## config.mk

```make
export PLATFORM = sky130hd
export DESIGN_NAME = pe_seq_ctrl_flat
export DESIGN_NICKNAME = d
export VERILOG_FILES = /design/src/rtl/pe_seq_ctrl_if.sv /design/src/rtl/pe_seq_ctrl.sv /design/src/flat_wrapper.sv
export SDC_FILE = /design/constraint.sdc
export NUM_CORES = 1
export LEC_CHECK = 0
export ABC_AREA = 0
export ABC_CLOCK_PERIOD_IN_PS = 5800
export CAP_MARGIN = 20
export CORE_MARGIN = 2
export CORE_UTILIZATION = 47
export CTS_CLUSTER_DIAMETER = 50
export DETAILED_ROUTE_END_ITERATION = 8
export GPL_ROUTABILITY_DRIVEN = 0
export MAX_ROUTING_LAYER = met4
export PLACE_DENSITY_LB_ADDON = 0.25
export SLEW_MARGIN = 20
export SYNTH_ARGS = -nofsm -noshare
export SYNTH_HDL_FRONTEND = slang
export SYNTH_SLANG_ARGS = --single-unit
export TNS_END_PERCENT = 5
```

## constraint.sdc

```tcl
create_clock -name clk -period 5.8 [get_ports clk]
set_input_delay 1.16 -clock clk [delete_from_list [all_inputs] [get_ports clk]]
set_output_delay 1.16 -clock clk [all_outputs]
set_load 0.1 [all_outputs]
```

## src/rtl/pe_seq_ctrl_if.sv

```systemverilog
// Handshake and PE packet bundle between a job source and pe_seq_ctrl.
// The sequencer takes the slave modport; the job source takes the master modport.
interface pe_seq_ctrl_if;
  logic        start;
  logic [3:0]  num_win;
  logic        wt_valid;
  logic [7:0]  wt_data;
  logic        wt_ready;
  logic        act_valid;
  logic [31:0] act_data;
  logic        act_ready;
  logic [2:0]  pe_state;
  logic [31:0] pe_a;
  logic [7:0]  pe_wrb_data;
  logic [3:0]  pe_wrb_addr;
  logic [3:0]  pe_wrb;
  logic [3:0]  pe_rdb_addr;
  logic        busy;
  logic        done;

  modport master (
    output start, num_win, wt_valid, wt_data, act_valid, act_data,
    input  wt_ready, act_ready, pe_state, pe_a, pe_wrb_data, pe_wrb_addr, pe_wrb,
           pe_rdb_addr, busy, done
  );

  modport slave (
    input  start, num_win, wt_valid, wt_data, act_valid, act_data,
    output wt_ready, act_ready, pe_state, pe_a, pe_wrb_data, pe_wrb_addr, pe_wrb,
           pe_rdb_addr, busy, done
  );
endinterface

```

## src/rtl/pe_seq_ctrl.sv

```systemverilog
// PE job sequencer: loads 9 weights, then streams 9-beat activation windows as PE packets.
// Define PE_SEQ_POOL_EN to insert a POOL_FIN packet after every 4 windows and after the last.
module pe_seq_ctrl (
  input logic          clk,
  input logic          reset,
  pe_seq_ctrl_if.slave bus
);

  typedef enum logic [2:0] {
    StIdle,
    StLoadW,
    StRun,
`ifdef PE_SEQ_POOL_EN
    StPool,
`endif
    StDone
  } state_e;

  localparam logic [2:0] PeInvalid = 3'd0;
  localparam logic [2:0] PeValid   = 3'd1;
  localparam logic [2:0] PeCnnFin  = 3'd2;
`ifdef PE_SEQ_POOL_EN
  localparam logic [2:0] PePoolFin = 3'd3;
`endif

  state_e      state_q;
  logic [3:0]  beat_q;
  logic [4:0]  win_q;
  logic [4:0]  num_win_q;
`ifdef PE_SEQ_POOL_EN
  logic [2:0]  since_pool_q;
`endif
  logic [2:0]  pe_state_q;
  logic [31:0] pe_a_q;
  logic [7:0]  pe_wrb_data_q;
  logic [3:0]  pe_wrb_addr_q;
  logic [3:0]  pe_wrb_q;
  logic [3:0]  pe_rdb_addr_q;
  logic        done_q;

  always_ff @(posedge clk or negedge reset) begin
    if (!reset) begin
      state_q       <= StIdle;
      beat_q        <= '0;
      win_q         <= '0;
      num_win_q     <= '0;
`ifdef PE_SEQ_POOL_EN
      since_pool_q  <= '0;
`endif
      pe_state_q    <= PeInvalid;
      pe_a_q        <= '0;
      pe_wrb_data_q <= '0;
      pe_wrb_addr_q <= '0;
      pe_wrb_q      <= '0;
      pe_rdb_addr_q <= '0;
      done_q        <= 1'b0;
    end else begin
      // Packets are single-cycle: everything but rdb_addr falls back to zero unless driven.
      pe_state_q    <= PeInvalid;
      pe_a_q        <= '0;
      pe_wrb_data_q <= '0;
      pe_wrb_addr_q <= '0;
      pe_wrb_q      <= '0;
      done_q        <= 1'b0;
      unique case (state_q)
        StIdle: begin
          pe_rdb_addr_q <= '0;
          if (bus.start) begin
            num_win_q    <= (bus.num_win == 4'd0) ? 5'd16 : {1'b0, bus.num_win};
            beat_q       <= '0;
            win_q        <= '0;
`ifdef PE_SEQ_POOL_EN
            since_pool_q <= '0;
`endif
            state_q      <= StLoadW;
          end
        end
        StLoadW: begin
          pe_rdb_addr_q <= '0;
          if (bus.wt_valid) begin
            pe_wrb_q      <= 4'b1111;
            pe_wrb_addr_q <= beat_q;
            pe_wrb_data_q <= bus.wt_data;
            if (beat_q == 4'd8) begin
              beat_q  <= '0;
              state_q <= StRun;
            end else begin
              beat_q <= beat_q + 4'd1;
            end
          end
        end
        StRun: begin
          // On a stall rdb_addr keeps the last beat index issued.
          if (bus.act_valid) begin
            pe_a_q        <= bus.act_data;
            pe_rdb_addr_q <= beat_q;
            pe_state_q    <= (beat_q == 4'd8) ? PeCnnFin : PeValid;
            if (beat_q == 4'd8) begin
              beat_q <= '0;
              win_q  <= win_q + 5'd1;
`ifdef PE_SEQ_POOL_EN
              since_pool_q <= since_pool_q + 3'd1;
              if (since_pool_q == 3'd3 || win_q + 5'd1 == num_win_q) begin
                state_q <= StPool;
              end
`else
              if (win_q + 5'd1 == num_win_q) begin
                state_q <= StDone;
              end
`endif
            end else begin
              beat_q <= beat_q + 4'd1;
            end
          end
        end
`ifdef PE_SEQ_POOL_EN
        StPool: begin
          pe_state_q    <= PePoolFin;
          pe_rdb_addr_q <= '0;
          since_pool_q  <= '0;
          state_q       <= (win_q == num_win_q) ? StDone : StRun;
        end
`endif
        StDone: begin
          pe_rdb_addr_q <= '0;
          done_q        <= 1'b1;
          state_q       <= StIdle;
        end
        default: state_q <= StIdle;
      endcase
    end
  end

  assign bus.wt_ready    = (state_q == StLoadW);
  assign bus.act_ready   = (state_q == StRun);
  assign bus.busy        = (state_q != StIdle);
  assign bus.done        = done_q;
  assign bus.pe_state    = pe_state_q;
  assign bus.pe_a        = pe_a_q;
  assign bus.pe_wrb_data = pe_wrb_data_q;
  assign bus.pe_wrb_addr = pe_wrb_addr_q;
  assign bus.pe_wrb      = pe_wrb_q;
  assign bus.pe_rdb_addr = pe_rdb_addr_q;

endmodule

```

## src/flat_wrapper.sv

```systemverilog
// flat-port wrapper written by rule: the top's interface ports become plain ports
module pe_seq_ctrl_flat 
  (clk, reset, bus_start, bus_num_win, bus_wt_valid, bus_wt_data, bus_act_valid, bus_act_data, bus_wt_ready, bus_act_ready, bus_pe_state, bus_pe_a, bus_pe_wrb_data, bus_pe_wrb_addr, bus_pe_wrb, bus_pe_rdb_addr, bus_busy, bus_done);
  pe_seq_ctrl_if bus_i ();
  input logic clk;
  input logic reset;
  input wire logic [$bits(bus_i.start)-1:0] bus_start;
  input wire logic [$bits(bus_i.num_win)-1:0] bus_num_win;
  input wire logic [$bits(bus_i.wt_valid)-1:0] bus_wt_valid;
  input wire logic [$bits(bus_i.wt_data)-1:0] bus_wt_data;
  input wire logic [$bits(bus_i.act_valid)-1:0] bus_act_valid;
  input wire logic [$bits(bus_i.act_data)-1:0] bus_act_data;
  output wire logic [$bits(bus_i.wt_ready)-1:0] bus_wt_ready;
  output wire logic [$bits(bus_i.act_ready)-1:0] bus_act_ready;
  output wire logic [$bits(bus_i.pe_state)-1:0] bus_pe_state;
  output wire logic [$bits(bus_i.pe_a)-1:0] bus_pe_a;
  output wire logic [$bits(bus_i.pe_wrb_data)-1:0] bus_pe_wrb_data;
  output wire logic [$bits(bus_i.pe_wrb_addr)-1:0] bus_pe_wrb_addr;
  output wire logic [$bits(bus_i.pe_wrb)-1:0] bus_pe_wrb;
  output wire logic [$bits(bus_i.pe_rdb_addr)-1:0] bus_pe_rdb_addr;
  output wire logic [$bits(bus_i.busy)-1:0] bus_busy;
  output wire logic [$bits(bus_i.done)-1:0] bus_done;
  assign bus_i.start = bus_start;
  assign bus_i.num_win = bus_num_win;
  assign bus_i.wt_valid = bus_wt_valid;
  assign bus_i.wt_data = bus_wt_data;
  assign bus_i.act_valid = bus_act_valid;
  assign bus_i.act_data = bus_act_data;
  assign bus_wt_ready = bus_i.wt_ready;
  assign bus_act_ready = bus_i.act_ready;
  assign bus_pe_state = bus_i.pe_state;
  assign bus_pe_a = bus_i.pe_a;
  assign bus_pe_wrb_data = bus_i.pe_wrb_data;
  assign bus_pe_wrb_addr = bus_i.pe_wrb_addr;
  assign bus_pe_wrb = bus_i.pe_wrb;
  assign bus_pe_rdb_addr = bus_i.pe_rdb_addr;
  assign bus_busy = bus_i.busy;
  assign bus_done = bus_i.done;
  pe_seq_ctrl u_core (.clk(clk), .reset(reset), .bus(bus_i));
endmodule
```

Yosys cells after proc, flatten, opt, wreduce, memory -nomap -nowiden
Index checks and enable logic that the tools add are counted.

Reduce and logical (&&, ||, !) cells: 12. Add/subtract/negate cells: 2. Eq/ne operators: 11. Multiplexer cells: 31.

Operators by type and width (number): 2-to-1 mux 32 bit (2); 2-to-1 mux 4 bit (9); 2-to-1 mux 3 bit (8); 2-to-1 mux 5 bit (4); 2-to-1 mux 8 bit (2); case mux 4 bit (3 select lines) (1); case mux 5 bit (2 select lines) (1); case mux 3 bit (3 select lines) (1); case mux 4 bit (2 select lines) (1); AND reduction 4 bit (2); equality test 3 x 2 -> 1 bit, second input constant (2); != test 2 x 1 -> 1 bit, second input constant (3); != test 2 bit, second input constant (3); AND reduction 6 bit (1); nonzero test 3 bit (2); adder 5 x 1 -> 5 bit, second input constant (1); equality test 5 bit (1); adder 4 x 1 -> 4 bit, second input constant (1); equality test 4 bit, second input constant (1); logical NOT 4 bit (1); AND reduction 2 bit (2); nonzero test 2 bit (2); equality test 3 x 1 -> 1 bit, second input constant (1); logical NOT 3 bit (1); 3 further kinds (3).

Output and inout port bits: 59. Word-level logic and storage cells: 67. Register bits after elaboration: 73.

Longest topological paths before layout
Gate-level depths: netlist of the first run.

Word-level depth: 6. Gate-level depth with buffers: 9.

Worst setup path before layout of the first run
Ideal clock, no wire load.

Path kind: register -> register. From: register u_core.state_q[0]. To: register u_core.beat_q[0]. Data arrival time: 2.491 ns. Slack: 3.185 ns. Setup time: 0.125 ns. Stages on the path, launching flop included: 8. Required time: 5.675 ns. Cell sequence: dfrtp_1 inv_1 ha_1 buf_6 nor3_1 or4_4 buf_6 mux2_2.

Word-level cells in the longest chain between the ends: 3.

Ends and longest elaborated chain: start: declaration (RTL line pe_seq_ctrl.sv:26) `state_e state_q;`; start signal: assignment (RTL line pe_seq_ctrl.sv:43) `state_q <= StIdle;`; start signal: assignment (RTL line pe_seq_ctrl.sv:75) `state_q <= StLoadW;`; start signal: assignment (RTL line pe_seq_ctrl.sv:86) `state_q <= StRun;`; equality test 3 x 2 -> 1 bit *; via bus_act_ready (RTL line flat_wrapper.sv:14) `output wire logic [$bits(bus_i.act_ready)-1:0] bus_act_ready;`; != test 2 bit (no source line) / nonzero test 3 bit (equally long branches); AND reduction 4 bit (no source line); end signal: assignment (RTL line pe_seq_ctrl.sv:88) `beat_q <= beat_q + 4'd1;`; end signal: assignment (RTL line pe_seq_ctrl.sv:112) `beat_q <= beat_q + 4'd1;`; end: declaration (RTL line pe_seq_ctrl.sv:27) `logic [3:0] beat_q;`.

Mark *: on every way through the listed nets, which the timed path passes. The rest lies on a longest branch. A chain may end at the register's enable or synchronous reset.

Final worst setup path of the first run
From: register u_core.state_q[1]. To: output port bus_wt_ready.

Word-level cells in the longest chain between the ends: 1.

Ends and longest elaborated chain: equality test 3 x 1 -> 1 bit (RTL line pe_seq_ctrl.sv:134) `assign bus.wt_ready = (state_q == StLoadW);`; end: declaration (RTL line flat_wrapper.sv:13) `output wire logic [$bits(bus_i.wt_ready)-1:0] bus_wt_ready;`.

Every way passes these cells.

==> results of run 1 <==
## sequential cells by signal (all words and copies together) (netlist names)
| signal | flops |
|---|---|
| u_core.beat_q | 4 |
| u_core.bus.done | 1 |
| u_core.bus.pe_a | 32 |
| u_core.bus.pe_rdb_addr | 4 |
| u_core.bus.pe_state | 2 |
| u_core.bus.pe_wrb | 1 |
| u_core.bus.pe_wrb_addr | 4 |
| u_core.bus.pe_wrb_data | 8 |
| u_core.num_win_q | 5 |
| u_core.state_q | 2 |
| u_core.win_q | 5 |
## worst max-delay path by stage
| stage | depth (start not counted) | start | to |
|---|---|---|---|
| after floorplan | 7 | u_core.state_q[0] | u_core.beat_q[0] |
| after global placement | 6 | bus_act_valid | u_core.win_q[2] |
| after detailed placement | 6 | bus_act_valid | u_core.win_q[2] |
| after CTS | 3 | u_core.state_q[1] | bus_wt_ready |
| after global routing | 4 | u_core.state_q[0] | bus_act_ready |
| final | 3 | u_core.state_q[1] | bus_wt_ready |
## power by group
group	switching, W	internal [W]
logic	0.000727	0.000278
registers	0.0000591	0.000561
clock network	0.000170	0.000238
total	0.000957	0.00108
## critical path: cells and delay by family (launching register included)
kind,cells,cell delay (ns)
fa+ha+maj,1,0.50
buf+inv,2,1.35
flops,1,0.45
## per-layer routing
layer	vias up	track usage	share of wire	wire [µm]
li1	980	-	-	-
met1	958	0.266	0.43	2680
met2	107	0.327	0.48	2980
met3	9	0.0522	0.073	456
met4	0	0.0915	0.016	102
met5	-	-	0	0
## per-stage QoR
step / hold slack [ns] / util
floorplan: 0.469 / -
finish: 0.525 / 0.719
global placement: 0.485 / 0.683
global route: 0.554 / 0.719
detailed placement: 0.500 / 0.683
CTS: 0.523 / 0.719
## cells by family after synthesis
| group | after synthesis |
|---|---|
| AND/OR/NAND/NOR | 82 |
| flip-flops | 68 |
| AO/OA/AOI/OAI | 27 |
| buffers and inverters | 26 |
| adder cells (fa/ha/maj) | 9 |
| XOR/XNOR | 9 |
| multiplexers | 6 |
| other | 1 |
## cells in the final DEF (no fill, tap or decap), types with 4 or more instances in the layout
cell	n
sky130_fd_sc_hd__xnor2_1	4
sky130_fd_sc_hd__ha_1	9
sky130_fd_sc_hd__xor2_1	5
sky130_fd_sc_hd__clkbuf_8	9
sky130_fd_sc_hd__and3_1	44
sky130_fd_sc_hd__nand2_1	12
sky130_fd_sc_hd__clkdlybuf4s50_1	105
sky130_fd_sc_hd__nor2_1	5
sky130_fd_sc_hd__nand3_1	5
sky130_fd_sc_hd__mux2_2	6
sky130_fd_sc_hd__a22o_1	5
sky130_fd_sc_hd__dfrtp_1	68
sky130_fd_sc_hd__o21ai_0	11
sky130_fd_sc_hd__inv_1	9
## layout make-up
| type | instances | area, µm² |
|---|---|---|
| fill | 419 | 1580 |
| clock inverter | 5 | 77.6 |
| inverter | 9 | 33.8 |
| tap | 72 | 90.1 |
| sequential | 68 | 1700 |
| multi-input combinational | 134 | 931 |
| clock buffer | 10 | 128 |
| timing repair buffer | 108 | 1070 |
==> run_results.csv, run 1 <==
group,metric,value,unit
synth,synth_top_flop_cell,"sky130_fd_sc_hd__dfrtp_1",
timing,slew_violations,0,
synth,synth_sequential_area_ratio,0.614,
timing,layout_min_cycle_time,3.79,ns
placement,dp.final_hpwl,4350,µm
synth,synth.area.mux_share,0.0244,
routing,drt-total-wl,6220,µm
clock_tree,cts.repair.resized,0,
power,total_leakage_power,1.94,nW
timing,timing.final.setup_violations,0,
synth,yosys.cell_count.top_type,"sky130_fd_sc_hd__dfrtp_1",
clock_tree,cts_max_path_buffers,2,
clock_tree,cts_hold_repair.buffers,0,
die,floorplan.initialDensity,0.494,
timing,worst_slew_pin_slew,1.01,ns
critical_path,critPathRequiredTime,4.64,ns
global_route,pin_count_of_the_biggest_net_entering_global_routing,69,
power,finalPower,0.00203,W
routing,ant_nets,0,
die,io_pins,108,
synth,synth_adder_area_share,0.0406,
die,core_region_area,0.00561,mm²
layout,final_layout_size_suffix_gt1_frac,0.0898,
power,power_per_cell_area,504,mW/mm²
clock_tree,clk_pin_slew,0.07,ns
die,die_area,0.00653,mm²
synth,synth_compound_area_frac,0.0619,
critical_path,worst_reg2reg_path_startpoint,"u_core.state_q[0]",
hold_path,worst_hold_path_type,"reg2reg",
synth,async_reset_ff_frac,1.00,
critical_path,worst_path_max_delay_cell,"sky130_fd_sc_hd__clkdlybuf4s50_1",
placement,number_of_input_and_output_port_buffers_inserted,106,
clock_tree,htree_levels,3,
die,die-width,80.8,µm
synth,synth_top_area_share,0.614,
timing,layout_setup_ws,2.01,ns
run_status,status,"complete, no violations",
layout,area_growth_syn_to_layout,45.5,%
critical_path,r2r_setup_slack,3.58,ns
critical_path,critPathCaptureType,"output pin",
placement,placed_cells_incl_taps,391,
synth,netlist.top_cell.by_area,"sky130_fd_sc_hd__dfrtp_1",
clock_tree,numCtsBuffers,9,
synth,ys_ff_latch,68,
layout,design_area,0.00403,mm²
global_route,grt_use_total,0.211,
routing,drt_first_pass_iters,4,
critical_path,cp.arrival,2.63,ns
hold_path,hp-start,"u_core.win_q[4]",
placement,placement.setup.worst_slack,2.29,ns
synth,dominant_combinational_cell_family_by_area_after_synthesis,"simple AND/OR/NAND/NOR gates",
timing,final.setup_skew,0.00443,ns
flow_run,maxCapViolations,0,
die,num_rows,27,
critical_path,ff2ff_path_depth,8,
critical_path,critical_path.reg2reg.endpoint,"u_core.beat_q[3]",
power,irDropWorstVdd,0.409,mV
timing,unrepaired_setup_endpoints_after_global_routing,"no",
timing,min_period_over_period,0.654,
clock_tree,cts.repair_timing.setup_buffer_count,0,
die,die_h,80.8,µm
routing,detailroute.via_count,2054,
synth,number_of_warning_messages_in_the_yosys_log,0,
synth,synth_cell_types,40,
routing,wl_per_cell,15.3,µm
synth,synth_xor_area_frac,0.0284,
global_route,grt_first_pass_wirelength,9780,µm
routing,initialDrtViolationCount,103,
critical_path,crit_path_max_incr_delay,1.24,ns
layout,antenna-diode-count,0,
hold_path,min_delay_path_depth,2,
layout,non_filler_instance_count_after_layout,406,
hold_path,hold-path-endpoint,"u_core.win_q[4]",
routing,viasPerCell,5.06,
synth,synth-edff-count,0,
timing,hold_violations,0,
global_route,initial_antenna_violation_count,0,
clock_tree,cts_tree,"built",
timing,final_setup_tns,0,ns
clock_tree,insertion_delay,0.34,ns
critical_path,worstPathCellList,"inv_1 > ha_1 > clkdlybuf4s50_1",
timing,highest_attainable_clock_frequency,0.264,GHz
synth,syn_nets,286,
timing,timing.max_slew.rel_slack,0.326,
critical_path,critical_path_class,"reg2out",
synth,synthTopCellsByArea,"sky130_fd_sc_hd__dfrtp_1, sky130_fd_sc_hd__and3_1, sky130_fd_sc_hd__ha_1",
synth,postSynthAreaPerCell,12.2,µm²
placement,dpl_cell_area,0.00383,mm²
clock_tree,clock_sink_count,68,
synth,syn-cell-area,0.00277,mm²
critical_path,critPathLaunchType,"flop",
global_route,number_of_global_route_vias_before_repair,1985,
critical_path,cp_max_fo,18,
routing,remaining_drc_errors,0,
clock_tree,clock_tree.root_cell,"sky130_fd_sc_hd__clkbuf_8",
synth,post_synthesis_share_of_cell_area_spent_on_and_or_nand_and_nor_gates,0.179,
synth,ys_top_cells_by_count,"sky130_fd_sc_hd__dfrtp_1, sky130_fd_sc_hd__and3_1, sky130_fd_sc_hd__nand2_1, sky130_fd_sc_hd__o21ai_0",
global_route,global_route_congestion_overflow_total,0,
synth,netlist_instances,228,
layout,nets,388,
Power figures use the tool's default switching activity.
==> inputs of run 2 (changes only) <==
Settings changed: ABC_CLOCK_PERIOD_IN_PS 5800 to 3800, CORE_UTILIZATION 47 to 43.
Clock period 5.8 ns to 3.8 ns, I/O delays scaled along.
==> run_results.csv, run 2 (synthesis results as in run 1) <==
group,metric,value,unit
run_status,status,"complete, no violations",
critical_path,logic_depth_of_the_worst_path_buffers_included,1,
timing,highest_attainable_clock_frequency,0.376,GHz
timing,min_period_over_period,0.699,
routing,ant_nets,0,
routing,wl_per_cell,15.0,µm
timing,slew_violations,0,
clock_tree,cts.repair_timing.setup_buffer_count,0,
clock_tree,htree_levels,3,
layout,largest_reg_flops,32,
timing,layout_min_cycle_time,2.66,ns
layout,regArea,0.00170,mm²
power,finalPower,0.00303,W
clock_tree,cts_tree,"built",
clock_tree,insertion_delay,0.34,ns
power,total_leakage_power,1.94,nW
timing,unrepaired_setup_endpoints_after_global_routing,"no",
die,core_region_area,0.00628,mm²
timing,fin_hold_ws,0.445,ns
die,num_rows,29,
routing,initialDrtViolationCount,59,
die,die_area,0.00710,mm²
critical_path,worst_reg2reg_path_startpoint,"u_core.state_q[0]",
global_route,initial_antenna_violation_count,0,
clock_tree,cts_max_path_buffers,2,
layout,final_layout_size_suffix_gt1_frac,0.101,
layout,multi_input_comb_area,931,µm²
routing,drt_first_pass_iters,4,
clock_tree,numCtsBuffers,9,
layout,area_growth_syn_to_layout,45.1,%
timing,timing.max_slew.rel_slack,0.326,
timing,final_setup_tns,0,ns
layout,antenna-diode-count,0,
critical_path,cp_max_fo,3,
layout,nets,389,
routing,drt-total-wl,6190,µm
clock_tree,cts.repair.resized,0,
critical_path,worst_path_max_delay_cell,"sky130_fd_sc_hd__clkdlybuf4s50_1",
clock_tree,clock_sink_count,68,
critical_path,critical_path_class,"reg2out",
timing,hold_violations,0,
clock_tree,cts_hold_repair.buffers,0,
power,irDropWorstVdd,0.714,mV
global_route,pin_count_of_the_biggest_net_entering_global_routing,54,
critical_path,cp.buffers_inverters,1,
global_route,grt_use_total,0.191,
critical_path,critical_path.reg2reg.endpoint,"u_core.win_q[2]",
die,floorplan.initialDensity,0.441,
timing,worst_slew_pin_slew,1.01,ns
clock_tree,clock_tree.root_cell,"sky130_fd_sc_hd__clkbuf_8",
global_route,number_of_global_route_vias_before_repair,2005,
critical_path,cp.arrival,1.90,ns
placement,dp.final_hpwl,4340,µm
timing,final.setup_skew,0.00800,ns
critical_path,crit_path_max_incr_delay,1.16,ns
critical_path,cell_class_contributing_the_biggest_share_of_worst_path_delay,"buffers and inverters",
flow_run,maxCapViolations,0,
placement,number_of_input_and_output_port_buffers_inserted,106,
die,io_pins,108,
critical_path,critPathRequiredTime,3.04,ns
routing,viasPerCell,4.92,
global_route,global_route_congestion_overflow_total,0,
clock_tree,clk_pin_slew,0.07,ns
timing,timing.final.setup_violations,0,
critical_path,crit_path_start,"u_core.bus.pe_rdb_addr[1]",
layout,fill_cells,492,
layout,layout_commonest_cell,"sky130_fd_sc_hd__clkdlybuf4s50_1",
critical_path,r2r_setup_slack,1.38,ns
power,power_per_cell_area,754,mW/mm²
routing,remaining_drc_errors,0,
critical_path,critPathCaptureType,"output pin",
layout,most-common-layout-cells,"sky130_fd_sc_hd__clkdlybuf4s50_1, sky130_fd_sc_hd__dfrtp_1, sky130_fd_sc_hd__and3_1",
die,die_h,84.3,µm
die,die-width,84.3,µm
critical_path,critPathLaunchType,"flop",
global_route,grt_first_pass_wirelength,10300,µm
routing,detailroute.via_count,2034,
critical_path,worst_setup_path_endpoint,"bus_pe_rdb_addr[1]",
critical_path,ff2ff_path_depth,8,
critical_path,worstPathCellList,"clkdlybuf4s50_1",
hold_path,worst_hold_path_type,"in2async",
==> run 2: power breakdown <==
group	internal (W)	leakage [nW]	total, W	switching (W)
clock	0.000300	0.0931	0.000560	0.000260
sequential	0.000856	0.920	0.000947	0.0000911
combinational	0.000421	0.931	0.00152	0.00110
==> run 2: worst min path at each step <==
stage / start / to / slack, ns / depth (start not counted)
3_5_place_dp: u_core.win_q[4] / u_core.win_q[4] / 0.49 / 2
6_report: reset / u_core.bus.pe_a[21] / 0.45 / 1
4_1_cts: reset / u_core.bus.pe_a[21] / 0.46 / 1
3_3_place_gp: u_core.num_win_q[4] / u_core.num_win_q[4] / 0.49 / 2
2_1_floorplan: reset / u_core.beat_q[0] / 0.46 / 0
5_1_grt: reset / u_core.bus.pe_a[29] / 0.50 / 1
==> run 2: area by class of cell <==
cell class / count / share of cell area
Timing Repair Buffer: 109 / 0.267
Inverter: 9 / 0.00840
Multi-Input combinational cell: 134 / 0.232
Clock buffer: 11 / 0.0327
Clock inverter: 5 / 0.0131
Sequential cell: 68 / 0.423
Tap cell: 77 / 0.0240
==> run 2: metal layers <==
metal | share of wire | track usage | vias up | wire length, µm
li1 | - | - | 981 | -
met1 | 0.46 | 0.255 | 965 | 2840
met5 | 0 | - | - | 0
met2 | 0.46 | 0.273 | 80 | 2850
met4 | 0.016 | 0.0630 | 0 | 99
met3 | 0.066 | 0.0678 | 8 | 406
==> run 2: per-stage QoR <==
stage	worst slack [ns]	instance area, µm²	util	std cells
after floorplan	1.18	2770	-	228
after global placement	1.21	3830	0.611	397
after detailed placement	1.16	3840	0.611	397
after CTS	1.12	4020	0.640	413
after global routing	1.08	4020	0.640	413
final	1.14	4020	0.640	413
